===== src/rtl/sr_pkg.sv =====
// rtl/sr_pkg.sv - shared types and constants for the serial deserializer slice
package sr_pkg;

    typedef enum logic [0:0] {
        ST_IDLE  = 1'b0,
        ST_SHIFT = 1'b1
    } state_e;

    localparam int SR_WIDTH = 8;

    // FIFO pointer width: index bits plus one wrap bit
    function automatic int ptr_w(input int depth);
        return $clog2(depth) + 1;
    endfunction

endpackage


===== src/rtl/sr_deser_fifo_if.sv =====
// rtl/sr_deser_fifo_if.sv - word output stream between deserializer FIFO and consumer
interface sr_deser_fifo_if
    import sr_pkg::*;
#(
    parameter int WIDTH = SR_WIDTH
);
    logic [WIDTH-1:0] out_data;
    logic             out_valid;
    logic             out_ready;

    modport master (output out_data, output out_valid, input out_ready);
    modport slave  (input out_data, input out_valid, output out_ready);

endinterface


===== src/rtl/sr_deser_fifo_sync_fifo.sv =====
// rtl/sr_deser_fifo_sync_fifo.sv - registered circular-buffer FIFO with wrap-bit pointers
module sync_fifo
    import sr_pkg::*;
#(
    parameter  int WIDTH = SR_WIDTH,
    parameter  int DEPTH = 4,
    localparam int PW    = ptr_w(DEPTH)
) (
    input  logic             clk,
    input  logic             rst,
    input  logic             push,
    input  logic [WIDTH-1:0] wdata,
    output logic             full,
    input  logic             pop,
    output logic [WIDTH-1:0] rdata,
    output logic             empty,
    output logic [PW-1:0]    level
);
    localparam int AW = PW - 1;

    logic [WIDTH-1:0] mem [DEPTH];
    logic [PW-1:0]    wr_ptr;
    logic [PW-1:0]    rd_ptr;
    logic             do_push;
    logic             do_pop;

    // Pointer compare: equal index with differing wrap bit means full
    always_comb begin
        empty   = (wr_ptr == rd_ptr);
        full    = (wr_ptr[PW-1] != rd_ptr[PW-1]) && (wr_ptr[AW-1:0] == rd_ptr[AW-1:0]);
        do_pop  = pop && !empty;
        do_push = push && (!full || do_pop);
        rdata   = mem[rd_ptr[AW-1:0]];
        level   = wr_ptr - rd_ptr;
    end

    // Storage and pointer update; contents cleared so the head reads zero after reset
    always_ff @(posedge clk) begin
        if (rst) begin
            wr_ptr <= '0;
            rd_ptr <= '0;
            for (int i = 0; i < DEPTH; i++) begin
                mem[i] <= '0;
            end
        end else begin
            if (do_push) begin
                mem[wr_ptr[AW-1:0]] <= wdata;
                wr_ptr              <= wr_ptr + PW'(1);
            end
            if (do_pop) begin
                rd_ptr <= rd_ptr + PW'(1);
            end
        end
    end

endmodule


===== src/rtl/sr_deser_fifo.sv =====
// rtl/sr_deser_fifo.sv - MSB-first serial-to-word deserializer with frame alignment and output FIFO
module sr_deser_fifo
    import sr_pkg::*;
#(
    parameter  int WIDTH = SR_WIDTH,
    parameter  int DEPTH = 4,
    localparam int LW    = ptr_w(DEPTH)
) (
    input  logic                 clk,
    input  logic                 rst,
    input  logic                 ser_in,
    input  logic                 bit_en,
    input  logic                 frame_start,
    input  logic                 err_clr,
    sr_deser_fifo_if.master      out_if,
    output logic                 frame_err,
    output logic                 overflow,
    output logic [LW-1:0]        level
);
    localparam int CW = $clog2(WIDTH + 1);

    state_e           state;
    logic [CW-1:0]    cnt;
    logic [WIDTH-1:0] asm_q;
    logic             push_q;
    logic [WIDTH-1:0] push_data_q;
    logic             frame_err_q;
    logic             overflow_q;

    logic [WIDTH-1:0] next_word;
    logic             last_bit;
    logic             fifo_full;
    logic             fifo_empty;
    logic             fifo_pop;
    logic             drop;

    // Next assembly value and drop detection
    always_comb begin
        next_word = (asm_q << 1) | WIDTH'(ser_in);
        last_bit  = (cnt == CW'(WIDTH - 1));
        fifo_pop  = out_if.out_ready && !fifo_empty;
        drop      = push_q && fifo_full && !fifo_pop;
    end

    // Framing FSM: aligns on frame_start, assembles bits, hands finished words to the FIFO one cycle later
    always_ff @(posedge clk) begin
        if (rst) begin
            state       <= ST_IDLE;
            cnt         <= '0;
            asm_q       <= '0;
            push_q      <= 1'b0;
            push_data_q <= '0;
            frame_err_q <= 1'b0;
        end else begin
            push_q      <= 1'b0;
            frame_err_q <= 1'b0;
            case (state)
                ST_IDLE: begin
                    if (bit_en && frame_start) begin
                        if (WIDTH == 1) begin
                            push_q      <= 1'b1;
                            push_data_q <= WIDTH'(ser_in);
                        end else begin
                            asm_q <= WIDTH'(ser_in);
                            cnt   <= CW'(1);
                            state <= ST_SHIFT;
                        end
                    end
                end
                ST_SHIFT: begin
                    if (bit_en) begin
                        if (frame_start) begin
                            asm_q       <= WIDTH'(ser_in);
                            cnt         <= CW'(1);
                            frame_err_q <= 1'b1;
                        end else if (last_bit) begin
                            push_q      <= 1'b1;
                            push_data_q <= next_word;
                            asm_q       <= '0;
                            cnt         <= '0;
                            state       <= ST_IDLE;
                        end else begin
                            asm_q <= next_word;
                            cnt   <= cnt + CW'(1);
                        end
                    end
                end
                default: state <= ST_IDLE;
            endcase
        end
    end

    // Sticky overflow; a fresh drop outranks a clear in the same cycle
    always_ff @(posedge clk) begin
        if (rst) begin
            overflow_q <= 1'b0;
        end else if (drop) begin
            overflow_q <= 1'b1;
        end else if (err_clr) begin
            overflow_q <= 1'b0;
        end
    end

    sync_fifo #(
        .WIDTH (WIDTH),
        .DEPTH (DEPTH)
    ) u_fifo (
        .clk   (clk),
        .rst   (rst),
        .push  (push_q),
        .wdata (push_data_q),
        .full  (fifo_full),
        .pop   (out_if.out_ready),
        .rdata (out_if.out_data),
        .empty (fifo_empty),
        .level (level)
    );

    assign out_if.out_valid = !fifo_empty;
    assign frame_err        = frame_err_q;
    assign overflow         = overflow_q;

endmodule


===== src/flat_wrapper.sv =====
// flat-port wrapper written by rule: the top's interface ports become plain ports
module sr_deser_fifo_flat import sr_pkg::*;
#(
    parameter  int WIDTH = SR_WIDTH,
    parameter  int DEPTH = 4,
    localparam int LW    = ptr_w(DEPTH)
)
  (clk, rst, ser_in, bit_en, frame_start, err_clr, frame_err, overflow, level, out_if_out_data, out_if_out_valid, out_if_out_ready);
  sr_deser_fifo_if #(.WIDTH(WIDTH)) out_if_i ();
  input  logic clk;
  input  logic rst;
  input  logic ser_in;
  input  logic bit_en;
  input  logic frame_start;
  input  logic err_clr;
  output logic frame_err;
  output logic overflow;
  output logic [LW-1:0] level;
  output wire logic [$bits(out_if_i.out_data)-1:0] out_if_out_data;
  output wire logic [$bits(out_if_i.out_valid)-1:0] out_if_out_valid;
  input wire logic [$bits(out_if_i.out_ready)-1:0] out_if_out_ready;
  assign out_if_out_data = out_if_i.out_data;
  assign out_if_out_valid = out_if_i.out_valid;
  assign out_if_i.out_ready = out_if_out_ready;
  sr_deser_fifo #(.WIDTH(WIDTH), .DEPTH(DEPTH)) u_core (.clk(clk), .rst(rst), .ser_in(ser_in), .bit_en(bit_en), .frame_start(frame_start), .err_clr(err_clr), .out_if(out_if_i), .frame_err(frame_err), .overflow(overflow), .level(level));
endmodule

===== config.mk =====
export PLATFORM = sky130hd
export DESIGN_NAME = sr_deser_fifo_flat
export DESIGN_NICKNAME = d
export VERILOG_FILES = /design/src/rtl/sr_pkg.sv /design/src/rtl/sr_deser_fifo_if.sv /design/src/rtl/sr_deser_fifo_sync_fifo.sv /design/src/rtl/sr_deser_fifo.sv /design/src/flat_wrapper.sv
export SDC_FILE = /design/constraint.sdc
export NUM_CORES = 1
export LEC_CHECK = 0
export ABC_AREA = 1
export BUFFER_PORTS_ARGS = -buffer_cell sky130_fd_sc_hd__buf_2
export CORE_UTILIZATION = 27
export CTS_CLUSTER_DIAMETER = 200
export DETAILED_ROUTE_END_ITERATION = 16
export SLEW_MARGIN = 5
export SYNTH_ARGS = -nofsm -noshare
export SYNTH_HDL_FRONTEND = slang
export SYNTH_SLANG_ARGS = --single-unit

===== constraint.sdc =====
create_clock -name clk -period 3.37 [get_ports clk]
set_clock_uncertainty 0.2 [all_clocks]
set_input_delay 0.674 -clock clk [delete_from_list [all_inputs] [get_ports clk]]
set_output_delay 0.674 -clock clk [all_outputs]
set_load 0.01 [all_outputs]

After elaboration in Yosys (flattened, before gate mapping). Memories as Yosys holds them, arrays and structs flattened. A register that Yosys moved wholly into a read port is not among the register bits. Cells that the tools add are included.

Equal/unequal tests: 6. Multiplexer cells: 29. $add $sub $neg: 4. Bitwise logic cells: 4. Reductions and logical operators: 16.

Operators by type and width (number): 7-bit 2-to-1 mux (4); 4-bit 2-to-1 mux (4); 1-bit 2-to-1 mux (14); 7-bit case mux with 2 select lines (1); 8-bit 2-to-1 mux (1); 8-bit by 1-bit bitwise OR with 8-bit output (1); 4-bit case mux with 2 select lines (1); 8-bit OR reduction (1); 3-bit by 1-bit adder with 3-bit output (second input constant) (2); 1-bit logical AND (6); 2-bit 2-to-1 mux (3); 4-bit by 1-bit adder with 4-bit output (second input constant) (1); 4-bit by 3-bit equality test with 1-bit output (second input constant) (1); 4-bit AND reduction (1); 4-bit OR reduction (1); 3-bit equality test (1); 1-bit logical NOT (3); 1-bit inverter (3); 3-bit OR reduction (1); 3-bit subtractor (1); 2-bit equality test (1); 2-bit by 1-bit != test with 1-bit output (second input constant) (1); 2-bit != test (second input constant) (1); 1-bit case mux with 2 select lines (1); 4 further kinds (4).

Memories kept: 1. Word-level logic and storage cells: 69. Bits in registers: 29. Output and inout bits: 14. Bits in writable memories: 32. Input bits: 7.

Memories: u_core.u_fifo.mem (depth 4, width 8, read ports 1, clocked after Yosys merged registers in 1, wr ports 4, line sr_deser_fifo_sync_fifo.sv:21) `logic [WIDTH-1:0] mem [DEPTH];`.

Logic depth before layout (Yosys ltp).
Depth in word-level cells: 10. Mapped depth: 11.

Modules after synthesis. Synthesis repeated with hierarchy kept, for this count alone.

Cell total of the unflattened synthesis: 302. Area total of the unflattened synthesis: 2827.7 um2.

Modules (own cells, without submodules): sync_fifo (cells each 185, sequential area each 1121.1 um2, times used 1, area an instance 1934.4 um2); sr_deser_fifo (cells each 117, sequential area each 460.4 um2, times used 1, area an instance 893.4 um2).

Worst setup path before layout. No wires, ideal clock.

Path type: flip-flop to flip-flop. Start point: register u_core.u_fifo.wr_ptr[0]. End point: memory u_core.u_fifo.mem[0][0] (netlist bit) (enable). Setup time: 0.384 ns. Clock period less this slack: 2.708 ns. Path slack: 0.662 ns. Cell stages (with the launch flop): 10. Arrival time: 2.124 ns. Cells stage by stage: dfxtp_1 > buf_2 > inv_1 > buf_2 > ha_1 > nand2_1 > nor2_1 > nand2_4 > nand4_4 > o21ai_0.

RTL lines: start, declared (line sr_deser_fifo_sync_fifo.sv:22) `logic [PW-1:0] wr_ptr;`; start signal, assigned (line sr_deser_fifo_sync_fifo.sv:48) `wr_ptr <= wr_ptr + PW'(1);`; end, declared (line sr_deser_fifo_sync_fifo.sv:21).

Worst setup path after layout.
Start point: register u_core.u_fifo.wr_ptr[0]. End point: output port level[2].

Cells in the longest elaborated chain, start to end: 1.

RTL lines: 3-bit subtractor (line sr_deser_fifo_sync_fifo.sv:34) `level = wr_ptr - rd_ptr;`; end, declared (line flat_wrapper.sv:18) `output logic [LW-1:0] level;`.

Every way passes these cells.

==> impl_metrics.py <==
metrics = {
    "critical_path": {
        "worstPathRequired_ns": 2.50,
        "reg2reg_from": "u_core.u_fifo.wr_ptr[0]",
        "startpoint_type": "register",
        "cp-end-kind": "output port",
        "cp.arrival_ns": 1.82,
        "path_max_fanout": 12,
        "crit_type": "reg -> out",
        "critPathLaunch": "u_core.u_fifo.wr_ptr[0]",
    },
    "global_route": {
        "grt_first_pass_wirelength_um": 9150,
        "grt_overflow_total": 0,
        "grt_max_degree": 20,
        "grt_usage_pct": 12.0,
        "grt_pass1_vias": 1857,
        "antenna_found_initial": 0,
    },
    "logic_synthesis": {
        "ys_ff_latch": 63,
        "yosys-top-cells-count": "nand2_1, edfxtp_1, nor2_1, o21ai_0, dfxtp_1",
        "synth_top_area_share_pct": 35.2,
        "synth_area_leaders": "edfxtp_1, dfxtp_1, nand2_1",
        "synth_cell_type_count": 27,
        "synth-seq-area-share_pct": 58.0,
        "synth_async_sr_flop_share_pct": 0,
        "yosys_most_used_dff": "edfxtp_1",
        "yosysMostFrequentCell": "nand2_1",
        "avgSynthCellArea_um2": 9.57,
        "synth_edf_count": 32,
        "synth_warnings": 0,
        "postSynthCellCount": 285,
        "synth_nets": 298,
        "yosys.area.top_type": "edfxtp_1",
        "syn_area_um2": 2730,
    },
    "clock_tree": {
        "clock-root-buffer": "clkbuf_8",
        "clock_latency_ns": 0.34,
        "cts_hold_buf": 0,
        "cts_buffers": 9,
        "post_cts_buffers": 0,
        "clkTransAtPathRegs_ns": 0.06,
        "clockBufferDepth": 2,
        "cts_resized": 0,
        "cts_tree": "done",
        "h-tree-depth": 3,
        "cts_sinks": 63,
    },
    "route": {
        "drtAntennaViolNets": 0,
        "vias": 2008,
        "wl_per_cell_um": 12.0,
        "vias_per_cell": 4.46,
        "dr.pass1.iters": 4,
        "drc": 0,
        "wl_um": 5390,
        "drtIter0Drc": 71,
    },
    "pwr": {
        "ir_drop_mv": 0.143,
        "p_leak_uw": 0.00117,
        "p_per_area_nw_per_um2": 465,
    },
    "sta": {
        "max_freq_mhz": 371,
        "tns_ns": 0,
        "max_slew_margin_pct": 55.6,
        "setup_violations": 0,
        "final.period_utilization_pct": 80.0,
        "period_needed_ns": 2.70,
        "worst_slew_pin_slew_ns": 0.664,
        "rsz0062_at_grt": "false",
        "hold_viol": 0,
        "timing.final.max_slew_violations": 0,
    },
    "final_layout": {
        "fin_cells": 450,
        "final_area_um2": 3170,
        "syn_to_final_growth_pct": 16.2,
        "layout-drive-gt1-share_pct": 17.4,
        "n_antenna_cell": 0,
        "nets": 325,
    },
    "worst_hold_path": {
        "min_from": "u_core.cnt[3]",
        "hp-class": "reg -> reg",
    },
    "floorplanning": {
        "die_w_um": 102,
        "die-area_um2": 10500,
        "initial_core_util_pct": 27.9,
        "core_area_um2": 9770,
        "rows": 36,
        "die_y_um": 102,
        "io_pins": 21,
    },
    "run": {
        "maxCapViolCount": 0,
    },
    "placement": {
        "place_area_um2": 2980,
        "hpwlAfterDp_um": 3990,
        "port_buffers": 20,
        "gp_congestion": 0.780,
        "numPlacedInstances": 434,
    },
    "run_status": {
        "status": "completed",
    },
}
[layer usage]
| metal | routed length, µm | share of wire, % | global-route usage [%] |
|---|---|---|---|
| met1 | 2480 | 46 | 15.2 |
| met2 | 2460 | 46 | 17.9 |
| met5 | 0 | 0 | 0 |
| met3 | 268 | 5.0 | 3.49 |
| met4 | 174 | 3.2 | 7.91 |
[per-stage QoR]
step | hold WS (ns) | setup WS, ns | utilization, % | power, µW
final | 0.264 | 0.674 | 32.4 | 1470
after global routing | 0.297 | 0.452 | 32.4 | 1540
after CTS | 0.269 | 0.660 | 32.4 | 1490
after detailed placement | 0.259 | 0.585 | 30.5 | 889
after global placement | 0.255 | 0.646 | 30.5 | 888
after floorplan | 0.229 | 0.662 | - | 867
[report_power, final]
group	internal (µW)	switching (µW)	total [µW]
registers	819	6.63	826
logic	14.1	31.2	45.3
clock network	328	274	602
total	1160	312	1470
[kinds of logic (layout without fill, tap and decap cells)]
group	after synthesis	in the layout	synth area share (%)
AO/OA/AOI/OAI	58	58	11.2
XOR/XNOR	3	3	0.964
adder cells (fa/ha/maj)	6	6	3.03
buffers and inverters	37	69	5.69
flip-flops	63	63	58.0
AND/OR/NAND/NOR	118	118	21.1
[layout make-up]
type	count	area, µm²
flip-flops and latches	63	1580
fillers	1018	6610
clock buffers	13	170
repair buffers	26	145
multi-input cells	185	990
well taps	133	166
clock inverters	3	15.0
inverters	27	101
[path summary, 6_finish.rpt]
check        cells past startpoint  slack (ns)                       to
max                              5        0.67                 level[2]
min                              2        0.26            u_core.cnt[3]
max reg2reg                      8        0.69  u_core.u_fifo.mem[3][5]
min reg2reg                      2        0.26            u_core.cnt[3]
[flip-flops by register name, indices dropped and copies added, names as in the netlist, named ones only]
name,flops
u_core.state,1
u_core.asm_q,7
u_core.overflow,1
u_core.cnt,4
u_core.push_data_q,8
u_core.u_fifo.wr_ptr,3
u_core.frame_err,1
u_core.u_fifo.rd_ptr,3
u_core.u_fifo.mem,32
u_core.push_q,1
[worst max-delay path, cell delays in order (launching register included)]
cell,delay [ns]
dfxtp_1,0.33
inv_1,0.18
ha_1,0.28
fa_1,0.38
xor2_1,0.17
buf_2,0.14
[cells in the final DEF (no fill, tap or decap), types with 3 or more instances in the layout]
| cell | count |
|---|---|
| buf_4 | 6 |
| ha_1 | 5 |
| nor3_2 | 10 |
| dfxtp_1 | 31 |
| edfxtp_1 | 32 |
| nor2_1 | 32 |
| nor3_1 | 15 |
| inv_1 | 25 |
| o21ai_0 | 32 |
| a21oi_1 | 16 |
| nand3_1 | 9 |
| clkbuf_8 | 10 |
| buf_2 | 20 |
| xor2_1 | 3 |
| o22ai_1 | 8 |
| nand2_1 | 45 |
| clkinv_2 | 3 |
(Power assumes the default switching activity.)
